`src/rtl/arb_mux_pkg.sv`:
```
// Shared types for the four-lane round-robin merge (arb_mux) and its arbiter.
// Lane index encoding matches the downstream demux ctrl field: 0 = lane 1 ... 3 = lane 4.
package arb_mux_pkg;

    localparam int NUM_LANES = 4;
    localparam int SRC_W     = 2;

    typedef logic [SRC_W-1:0] lane_idx_t;

    typedef enum logic {
        ST_IDLE   = 1'b0,
        ST_LOCKED = 1'b1
    } lock_state_t;

endpackage

```
`src/rtl/rr_arbiter.sv`:
```
// Combinational rotating-priority arbiter: first requesting lane at or after ptr wins.
module rr_arbiter
    import arb_mux_pkg::*;
(
    input  logic [NUM_LANES-1:0] req,
    input  lane_idx_t            ptr,
    output logic [NUM_LANES-1:0] grant,
    output lane_idx_t            idx,
    output logic                 any
);

    // Scan from lowest priority to highest so the highest-priority requester is written last.
    always_comb begin
        lane_idx_t lane;
        lane = '0;
        idx  = '0;
        any  = 1'b0;
        for (int k = NUM_LANES - 1; k >= 0; k--) begin
            lane = ptr + lane_idx_t'(k);
            if (req[lane]) begin
                idx = lane;
                any = 1'b1;
            end
        end
    end

    genvar gi;
    generate
        for (gi = 0; gi < NUM_LANES; gi++) begin : g_onehot
            assign grant[gi] = any && (idx == lane_idx_t'(gi));
        end
    endgenerate

endmodule

```
`src/rtl/arb_mux.sv`:
```
// Four-lane round-robin merge onto one registered valid/ready output stream tagged with source lane.
// Define ARB_MUX_LOCK_EN to add in_last/out_last and hold the grant on one lane for a whole packet.
module arb_mux
    import arb_mux_pkg::*;
#(
    parameter int DATA_W = 64
) (
    input  logic                 clk,
    input  logic                 rst_n,
    input  logic [NUM_LANES-1:0] in_valid,
    input  logic [DATA_W-1:0]    in_data0,
    input  logic [DATA_W-1:0]    in_data1,
    input  logic [DATA_W-1:0]    in_data2,
    input  logic [DATA_W-1:0]    in_data3,
    output logic [NUM_LANES-1:0] in_ready,
`ifdef ARB_MUX_LOCK_EN
    input  logic [NUM_LANES-1:0] in_last,
    output logic                 out_last,
`endif
    output logic                 out_valid,
    output logic [DATA_W-1:0]    out_data,
    output lane_idx_t            out_src,
    input  logic                 out_ready
);

    logic [DATA_W-1:0]    lane_data [NUM_LANES];
    logic [NUM_LANES-1:0] req;
    logic [NUM_LANES-1:0] grant;
    lane_idx_t            grant_idx;
    logic                 grant_any;
    lane_idx_t            ptr_reg;
    logic                 load;
    logic                 xfer;

    assign lane_data[0] = in_data0;
    assign lane_data[1] = in_data1;
    assign lane_data[2] = in_data2;
    assign lane_data[3] = in_data3;

`ifdef ARB_MUX_LOCK_EN
    lock_state_t          state_reg;
    lane_idx_t            lock_lane_reg;
    logic [NUM_LANES-1:0] lock_mask;

    genvar gi;
    generate
        for (gi = 0; gi < NUM_LANES; gi++) begin : g_lock_mask
            assign lock_mask[gi] = (lock_lane_reg == lane_idx_t'(gi));
        end
    endgenerate

    // While locked, other lanes are masked off so they stay not-ready even if the owner idles.
    assign req = (state_reg == ST_LOCKED) ? (in_valid & lock_mask) : in_valid;
`else
    assign req = in_valid;
`endif

    rr_arbiter u_arb (
        .req   (req),
        .ptr   (ptr_reg),
        .grant (grant),
        .idx   (grant_idx),
        .any   (grant_any)
    );

    assign load     = !out_valid || out_ready;
    assign in_ready = load ? grant : '0;
    assign xfer     = load && grant_any;

    always_ff @(posedge clk or negedge rst_n) begin
        if (!rst_n) begin
            out_valid <= 1'b0;
            out_data  <= '0;
            out_src   <= '0;
            ptr_reg   <= '0;
        end else if (xfer) begin
            out_valid <= 1'b1;
            out_data  <= lane_data[grant_idx];
            out_src   <= grant_idx;
            ptr_reg   <= grant_idx + lane_idx_t'(1);
        end else if (load) begin
            out_valid <= 1'b0;
        end
    end

`ifdef ARB_MUX_LOCK_EN
    always_ff @(posedge clk or negedge rst_n) begin
        if (!rst_n) begin
            state_reg     <= ST_IDLE;
            lock_lane_reg <= '0;
            out_last      <= 1'b0;
        end else if (xfer) begin
            out_last <= in_last[grant_idx];
            case (state_reg)
                ST_IDLE: begin
                    if (!in_last[grant_idx]) begin
                        state_reg     <= ST_LOCKED;
                        lock_lane_reg <= grant_idx;
                    end
                end
                ST_LOCKED: begin
                    if (in_last[grant_idx]) begin
                        state_reg <= ST_IDLE;
                    end
                end
                default: state_reg <= ST_IDLE;
            endcase
        end
    end
`endif

endmodule

```
`config.mk`:
```
export PLATFORM = sky130hd
export DESIGN_NAME = arb_mux
export DESIGN_NICKNAME = d
export VERILOG_FILES = /design/src/rtl/arb_mux_pkg.sv /design/src/rtl/rr_arbiter.sv /design/src/rtl/arb_mux.sv
export SDC_FILE = /design/constraint.sdc
export NUM_CORES = 1
export LEC_CHECK = 0
export ABC_CLOCK_PERIOD_IN_PS = 2900
export BUFFER_PORTS_ARGS = -buffer_cell sky130_fd_sc_hd__buf_2
export CAP_MARGIN = 20
export CORE_AREA = 3 3 129 131
export DETAILED_ROUTE_END_ITERATION = 16
export DIE_AREA = 0 0 132 134
export SETUP_SLACK_MARGIN = 0.4
export SYNTH_ARGS = -nofsm -noshare
export SYNTH_HDL_FRONTEND = slang
export SYNTH_SLANG_ARGS = --single-unit
```
`constraint.sdc`:
```
create_clock -name clk -period 2.9 [get_ports clk]
set_input_delay 0.435 -clock clk [delete_from_list [all_inputs] [get_ports clk]]
set_output_delay 0.435 -clock clk [all_outputs]
set_load 0.1 [all_outputs]
```
==> flow_summary.ini, run 1 <==
[die]
floorplan.initialDensity_pct = 27.8
pin_count = 334
die_h_um = 134
core-area_mm2 = 0.0157
placement_row_count = 46
dieArea_mm2 = 0.0177
chipWidth_um = 132

[cells_and_area]
fraction_of_final_layout_cells_with_drive_strength_greater_than_1_pct = 40.8
finish.net_count = 1167
max_ffs_per_register = 64
core_util_final_pct = 41.8
n_antenna_cell = 0
fillCellCount = 1684
flow.area_growth_from_synthesis_pct = 50.1
fin_area_mm2 = 0.00657

[clocking]
clk-insertion-delay-late_ns = 0.33
cts-buffers-inserted = 9
h-tree-depth = 3
clkTransAtPathRegs_ns = 0.06
cts.path.max_buffers = 2
cts_root_buffer = sky130_fd_sc_hd__clkbuf_16
clock_sinks = 69
cts_tree = yes
cts_setup_buffers = 0

[synth]
synth.yosys.warnings = 0
synth_cell_types = 25
synthesis.nets = 865
post_synth.cell_area_avg_um2 = 7.27
synth_edf_count = 0
postSynth.asyncResetShare_pct = 100
seq_area_frac_synth_pct = 39.5
postSynth.topFlopCell = sky130_fd_sc_hd__dfrtp_1
netlist_instances = 602
ys_seq_elements = 69
synth.area.top_cells = sky130_fd_sc_hd__dfrtp_1 39%, sky130_fd_sc_hd__nand2_1 23%, sky130_fd_sc_hd__a21oi_1 15%
post_synth_most_frequent_cells = 265 x sky130_fd_sc_hd__nand2_1, 130 x sky130_fd_sc_hd__a21oi_1, 69 x sky130_fd_sc_hd__dfrtp_1, 64 x sky130_fd_sc_hd__a211o_1, 28 x sky130_fd_sc_hd__buf_2
synth_largest_type_area_fraction_pct = 39.5
yosys.cell_count.top_type = sky130_fd_sc_hd__nand2_1
yosysTopAreaCell = sky130_fd_sc_hd__dfrtp_1
synth.cell_area_mm2 = 0.00438

[routing]
drc = 0
detail_route.iter0.violations = 208
avgViaCountPerCell = 4.74
drtPass1Iterations = 4
antenna_violating_nets_post_route = 0
num_vias = 5328
avgRoutedWirePerCell_um = 15.1
wl_um = 16900

[power]
vdd_drop_max_v = 0.000679
design_power_mw = 7.61
pwr_density_cell_mw_per_mm2 = 1160
total_leakage_power_nw = 3.76

[critical_path]
timing.critical_path.arrival_ns = 1.96
crit_type = reg2out
endpoint_kind = primary output
crit_path_max_fanout = 14
worstPathRequired_ns = 2.47
critical_path.startpoint_type = register

[timing]
grt_setup_unrepaired = no
slew_headroom_pct = 38.7
finalCritPeriodShare_pct = 82.7
post-route-min-period_ns = 2.40
max_clock_freq_mhz = 417
fin_setup_tns_ns = 0
report.final.slew_viol_count = 0
final.setup_skew_ns = 0.00941
finalHoldViolations = 0
postLayoutSetupSlackWorst_ns = 0.502
tightest_slew_ns = 0.920
setup_viol_count_final = 0

[placement]
place_ws_ns = 0.359
port_buffers = 333
hpwl_um = 12300
globalplace.congestion = 0.798
placed_cell_area_mm2 = 0.00624

[global_routing]
first_global_vias = 5208
grt_first_pass_wirelength_um = 26400
antenna_found_initial = 0
gr-usage-all-layers_pct = 18.3
global_route.overflow_total = 0
maximum_number_of_pins_on_one_net_before_global_route_repair = 70

[worst_hold_path]
worstHoldPathType = in2async

[outcome]
run_status = completed

[job]
maxCapViolCount = 0
[repair_timing]
| action | 4_1_cts | 5_1_grt |
|---|---|---|
| gates resized for setup | 3 | 5 |
| hold buffers | 0 | 0 |
| setup endpoints to repair | 3 | 4 |
| pin swaps | 0 | 1 |
[worst max-delay path, stage by stage (launching register included)]
cell and delay (ns):
sky130_fd_sc_hd__dfrtp_2 0.46, sky130_fd_sc_hd__nand2_1 0.11, sky130_fd_sc_hd__a311oi_2 0.10, sky130_fd_sc_hd__buf_4 0.17, sky130_fd_sc_hd__or3_4 0.43, sky130_fd_sc_hd__nor2_4 0.15
sky130_fd_sc_hd__buf_8 0.20
[power by group]
group	internal, mW	switching (mW)
Clock	0.753	0.409
Combinational	0.958	3.93
Sequential	1.34	0.227
Total	3.05	4.57
[cells by family (layout without fill, tap and decap cells)]
kind of cell	after synthesis	count (layout)	synth area share, %
AOI/OAI and AO/OA	202	202	29.2
xor gates and xnor gates	1	1	0.200
buffers and inverters	54	361	6.55
DFF	69	69	39.5
muxes	1	1	0.343
and+or+nand+nor	275	275	24.2
[through the flow]
stage          hold slack [ns]  std cells
6_report                 0.232       1125
2_1_floorplan            0.139        602
5_1_grt                  0.306       1125
3_5_place_dp             0.470       1109
3_3_place_gp             0.463       1109
4_1_cts                  0.266       1125
[routing by layer]
layer	routed length, um	global-route usage (%)	vias up	part of all wire (%)
met2	8400	31.9	221	50
met4	229	5.89	0	1.4
met3	1350	4.88	14	8.0
li1	-	-	2649	-
met1	6960	22.0	2444	41
met5	0	0	-	0
[final timing paths]
check | from | endpoint | slack, ns | depth (start not counted)
setup / recovery | ptr_reg[1]$_DFFE_PN0P_ | in_ready[2] | 0.50 | 6
hold / removal | rst_n | out_data[3]$_DFFE_PN0P_ | 0.23 | 1
setup reg to reg | ptr_reg[1]$_DFFE_PN0P_ | out_data[8]$_DFFE_PN0P_ | 0.67 | 7
hold reg to reg | out_data[32]$_DFFE_PN0P_ | out_data[32]$_DFFE_PN0P_ | 0.48 | 1
max in group asynchronous | rst_n | out_valid$_DFFE_PN0P_ | 2.03 | 1
min in group clk | out_ready | out_valid$_DFFE_PN0P_ | 0.38 | 4
[layout by cell type, fill, tap and decap left out, types with 2 or more instances in the layout]
master | netlist | final
sky130_fd_sc_hd__clkbuf_16 | 0 | 9
sky130_fd_sc_hd__bufinv_16 | 0 | 2
sky130_fd_sc_hd__dfrtp_1 | 69 | 67
sky130_fd_sc_hd__buf_12 | 0 | 4
sky130_fd_sc_hd__clkbuf_1 | 14 | 3
sky130_fd_sc_hd__inv_1 | 3 | 3
sky130_fd_sc_hd__a211o_1 | 64 | 64
sky130_fd_sc_hd__nand2_1 | 265 | 265
sky130_fd_sc_hd__a21oi_1 | 130 | 129
sky130_fd_sc_hd__nor2_4 | 0 | 3
sky130_fd_sc_hd__dfrtp_2 | 0 | 2
sky130_fd_sc_hd__buf_2 | 28 | 328
sky130_fd_sc_hd__buf_4 | 5 | 8
[final cells by class]
class	count	area [um^2]	area share (%)
multi-input cells	479	2440	37.2
repair buffers	342	1800	27.5
flip-flops and latches	69	1730	26.3
well taps	216	270	4.12
clock buffers	12	236	3.60
clock inverters	4	72.6	1.11
inverters	3	11.3	0.171
(Power assumes the default switching activity.)
==> run 2, diff against run 1 <==
--- a/config.mk
+++ b/config.mk
@@ -5,7 +5,7 @@
 export SDC_FILE = /design/constraint.sdc
 export NUM_CORES = 1
 export LEC_CHECK = 0
-export ABC_CLOCK_PERIOD_IN_PS = 2900
+export ABC_CLOCK_PERIOD_IN_PS = 2430
 export BUFFER_PORTS_ARGS = -buffer_cell sky130_fd_sc_hd__buf_2
 export CAP_MARGIN = 20
 export CORE_AREA = 3 3 129 131
==> constraint.sdc (replaced) <==
create_clock -name clk -period 2.43 [get_ports clk]
set_input_delay 0.3645 -clock clk [delete_from_list [all_inputs] [get_ports clk]]
set_output_delay 0.3645 -clock clk [all_outputs]
set_load 0.1 [all_outputs]
==> run 2 against run 1 <==
Against the previous run: sequential power grew 19%; combinational power up 31%; first-iteration DRC count grew 10%; register-to-register slack lost 0.36 ns; critical path depth fell by 1; critical path type unchanged; largest power group unchanged.
==> flow_summary.ini, run 2 (synthesis results as in run 1) <==
[critical_path]
endpoint_kind = primary output
critical-path-max-stage-delay_ns = 0.47
critical-path-slowest-cell = sky130_fd_sc_hd__dfrtp_2
crit_type = reg2out
timing.critical_path.arrival_ns = 1.83
worstPathRequired_ns = 2.07
crit_path_max_fanout = 6
critical_path.startpoint_type = register
crit_path_cell_trace = mux2_4 > o221a_4 > buf_16 > nor2_4 > buf_12

[die]
dieArea_mm2 = 0.0177
chipWidth_um = 132
core-area_mm2 = 0.0157
pin_count = 334
placement_row_count = 46
die_h_um = 134
floorplan.initialDensity_pct = 27.8

[clocking]
cts_tree = yes
clk-insertion-delay-late_ns = 0.33
clkTransAtPathRegs_ns = 0.06
clock_sinks = 69
h-tree-depth = 3
cts-buffers-inserted = 9
cts.path.max_buffers = 2
cts_root_buffer = sky130_fd_sc_hd__clkbuf_16

[timing]
setup_viol_count_final = 0
grt_setup_unrepaired = yes
tightest_slew_ns = 0.919
slew_headroom_pct = 38.7
post-route-min-period_ns = 2.20
max_clock_freq_mhz = 455
finalHoldViolations = 0
finalCritPeriodShare_pct = 90.4
fin_setup_tns_ns = 0
report.final.slew_viol_count = 0
final.setup_skew_ns = 0.00968
fin_hold_ws_ns = 0.164

[global_routing]
grt_first_pass_wirelength_um = 28100
gr-usage-all-layers_pct = 19.8
first_global_vias = 5491
global_route.overflow_total = 0
antenna_found_initial = 0
maximum_number_of_pins_on_one_net_before_global_route_repair = 70

[routing]
avgViaCountPerCell = 4.85
wl_um = 18900
antenna_violating_nets_post_route = 0
avgRoutedWirePerCell_um = 16.4
drtPass1Iterations = 6
detail_route.iter0.violations = 229
drc = 0
num_vias = 5581

[power]
pwr_density_cell_mw_per_mm2 = 1350
share_of_total_power_in_the_clock_network_pct = 12.5
swShare_pct = 59.6
power.share.combinational_pct = 67.8
cellInternalPower_mw = 3.82
power.share.sequential_pct = 19.6
total_leakage_power_nw = 3.98
total_switching_power_mw = 5.63
design_power_mw = 9.45
vdd_drop_max_v = 0.000793

[cells_and_area]
layout.cells.most_common_list = 328 x sky130_fd_sc_hd__buf_2, 262 x sky130_fd_sc_hd__nand2_1, 127 x sky130_fd_sc_hd__a21oi_1, 67 x sky130_fd_sc_hd__dfrtp_1, 64 x sky130_fd_sc_hd__a211o_1
max_ffs_per_register = 64
core_util_final_pct = 44.4
layout.cells.non_filler = 1150
fillCellCount = 1643
fraction_of_final_layout_cells_with_drive_strength_greater_than_1_pct = 43.0
flow.area_growth_from_synthesis_pct = 59.6
finish.net_count = 1193
n_antenna_cell = 0
mostFrequentLayoutCell = sky130_fd_sc_hd__buf_2

[job]
maxCapViolCount = 0

[placement]
port_buffers = 333
hpwl_um = 12600
globalplace.congestion = 0.827
placed_cells = 1111

[outcome]
run_status = completed

[worst_hold_path]
worstHoldPathType = in2async
==> run 2: cell count changes in the layout (fill, tap and decap cells not counted), moves of 3 or more <==
cell and change:
sky130_fd_sc_hd__buf_4 +9, sky130_fd_sc_hd__buf_12 +5, sky130_fd_sc_hd__buf_6 +5, sky130_fd_sc_hd__buf_16 +4
sky130_fd_sc_hd__clkbuf_16 +3, sky130_fd_sc_hd__nand2_1 -3
==> run 2: layout make-up <==
cell class	instances	area (um^2)	area share (%)
Sequential cell	69	1730	24.8
Inverter	3	11.3	0.161
Multi-Input combinational cell	479	2470	35.4
Tap cell	216	270	3.87
Clock inverter	2	10.0	0.143
Clock buffer	13	250	3.58
Timing Repair Buffer	368	2240	32.0
==> run 2: routing by layer <==
layer | vias to the layer above | part of all wire (%) | track usage [%]
met4 | 0 | 2.2 | 8.05
met1 | 2536 | 38 | 22.7
li1 | 2703 | - | -
met2 | 306 | 50 | 34.1
met5 | - | 0 | 0
met3 | 36 | 9.8 | 6.41
==> run 2: critical path: cells and delay by family (launching register included) <==
family / cells / cell delay [ns]
muxes: 1 / 0.33
DFF: 1 / 0.47
buffers and inverters: 2 / 0.33
AOI/OAI and AO/OA: 1 / 0.28
and+or+nand+nor: 1 / 0.10
==> run 2: path summary, 6_finish.rpt <==
kind / from / endpoint / slack, ns / depth (start not counted)
setup / recovery: ptr_reg[1]$_DFFE_PN0P_ / in_ready[0] / 0.23 / 5
hold / removal: rst_n / out_data[2]$_DFFE_PN0P_ / 0.16 / 1
setup reg to reg: ptr_reg[1]$_DFFE_PN0P_ / out_data[9]$_DFFE_PN0P_ / 0.31 / 8
hold reg to reg: out_src[0]$_DFFE_PN0P_ / out_src[0]$_DFFE_PN0P_ / 0.48 / 2
max in group asynchronous: rst_n / out_valid$_DFFE_PN0P_ / 1.60 / 1
min in group clk: out_ready / out_valid$_DFFE_PN0P_ / 0.30 / 4
==> run 2: metrics by stage <==
| step | worst slack [ns] | area [um^2] |
|---|---|---|
| 2_1_floorplan | 0.0277 | 4450 |
| 4_1_cts | 0.235 | 6850 |
| 3_3_place_gp | 0.336 | 6360 |
| 5_1_grt | 0.177 | 6980 |
| 6_report | 0.233 | 6980 |
| 3_5_place_dp | 0.278 | 6360 |
==> run 2: power by group through the flow <==
stage / logic (mW) / clock network (mW) / registers, mW
6_report: 6.41 / 1.18 / 1.86
5_1_grt: 6.69 / 1.29 / 1.92
4_1_cts: 6.25 / 1.23 / 1.85
3_5_place_dp: 5.96 / 0 / 1.85
3_3_place_gp: 5.95 / 0 / 1.85
2_1_floorplan: 1.57 / 0 / 5.03
==> run 2: repair_timing <==
action | 4_1_cts | 5_1_grt
endpoints found under the setup margin | 6 | 68
hold buffers | 0 | 0
resized for setup | 7 | 10
gates cloned | 3 | 5
pin swaps | 6 | 3
setup buffers | 15 | 1
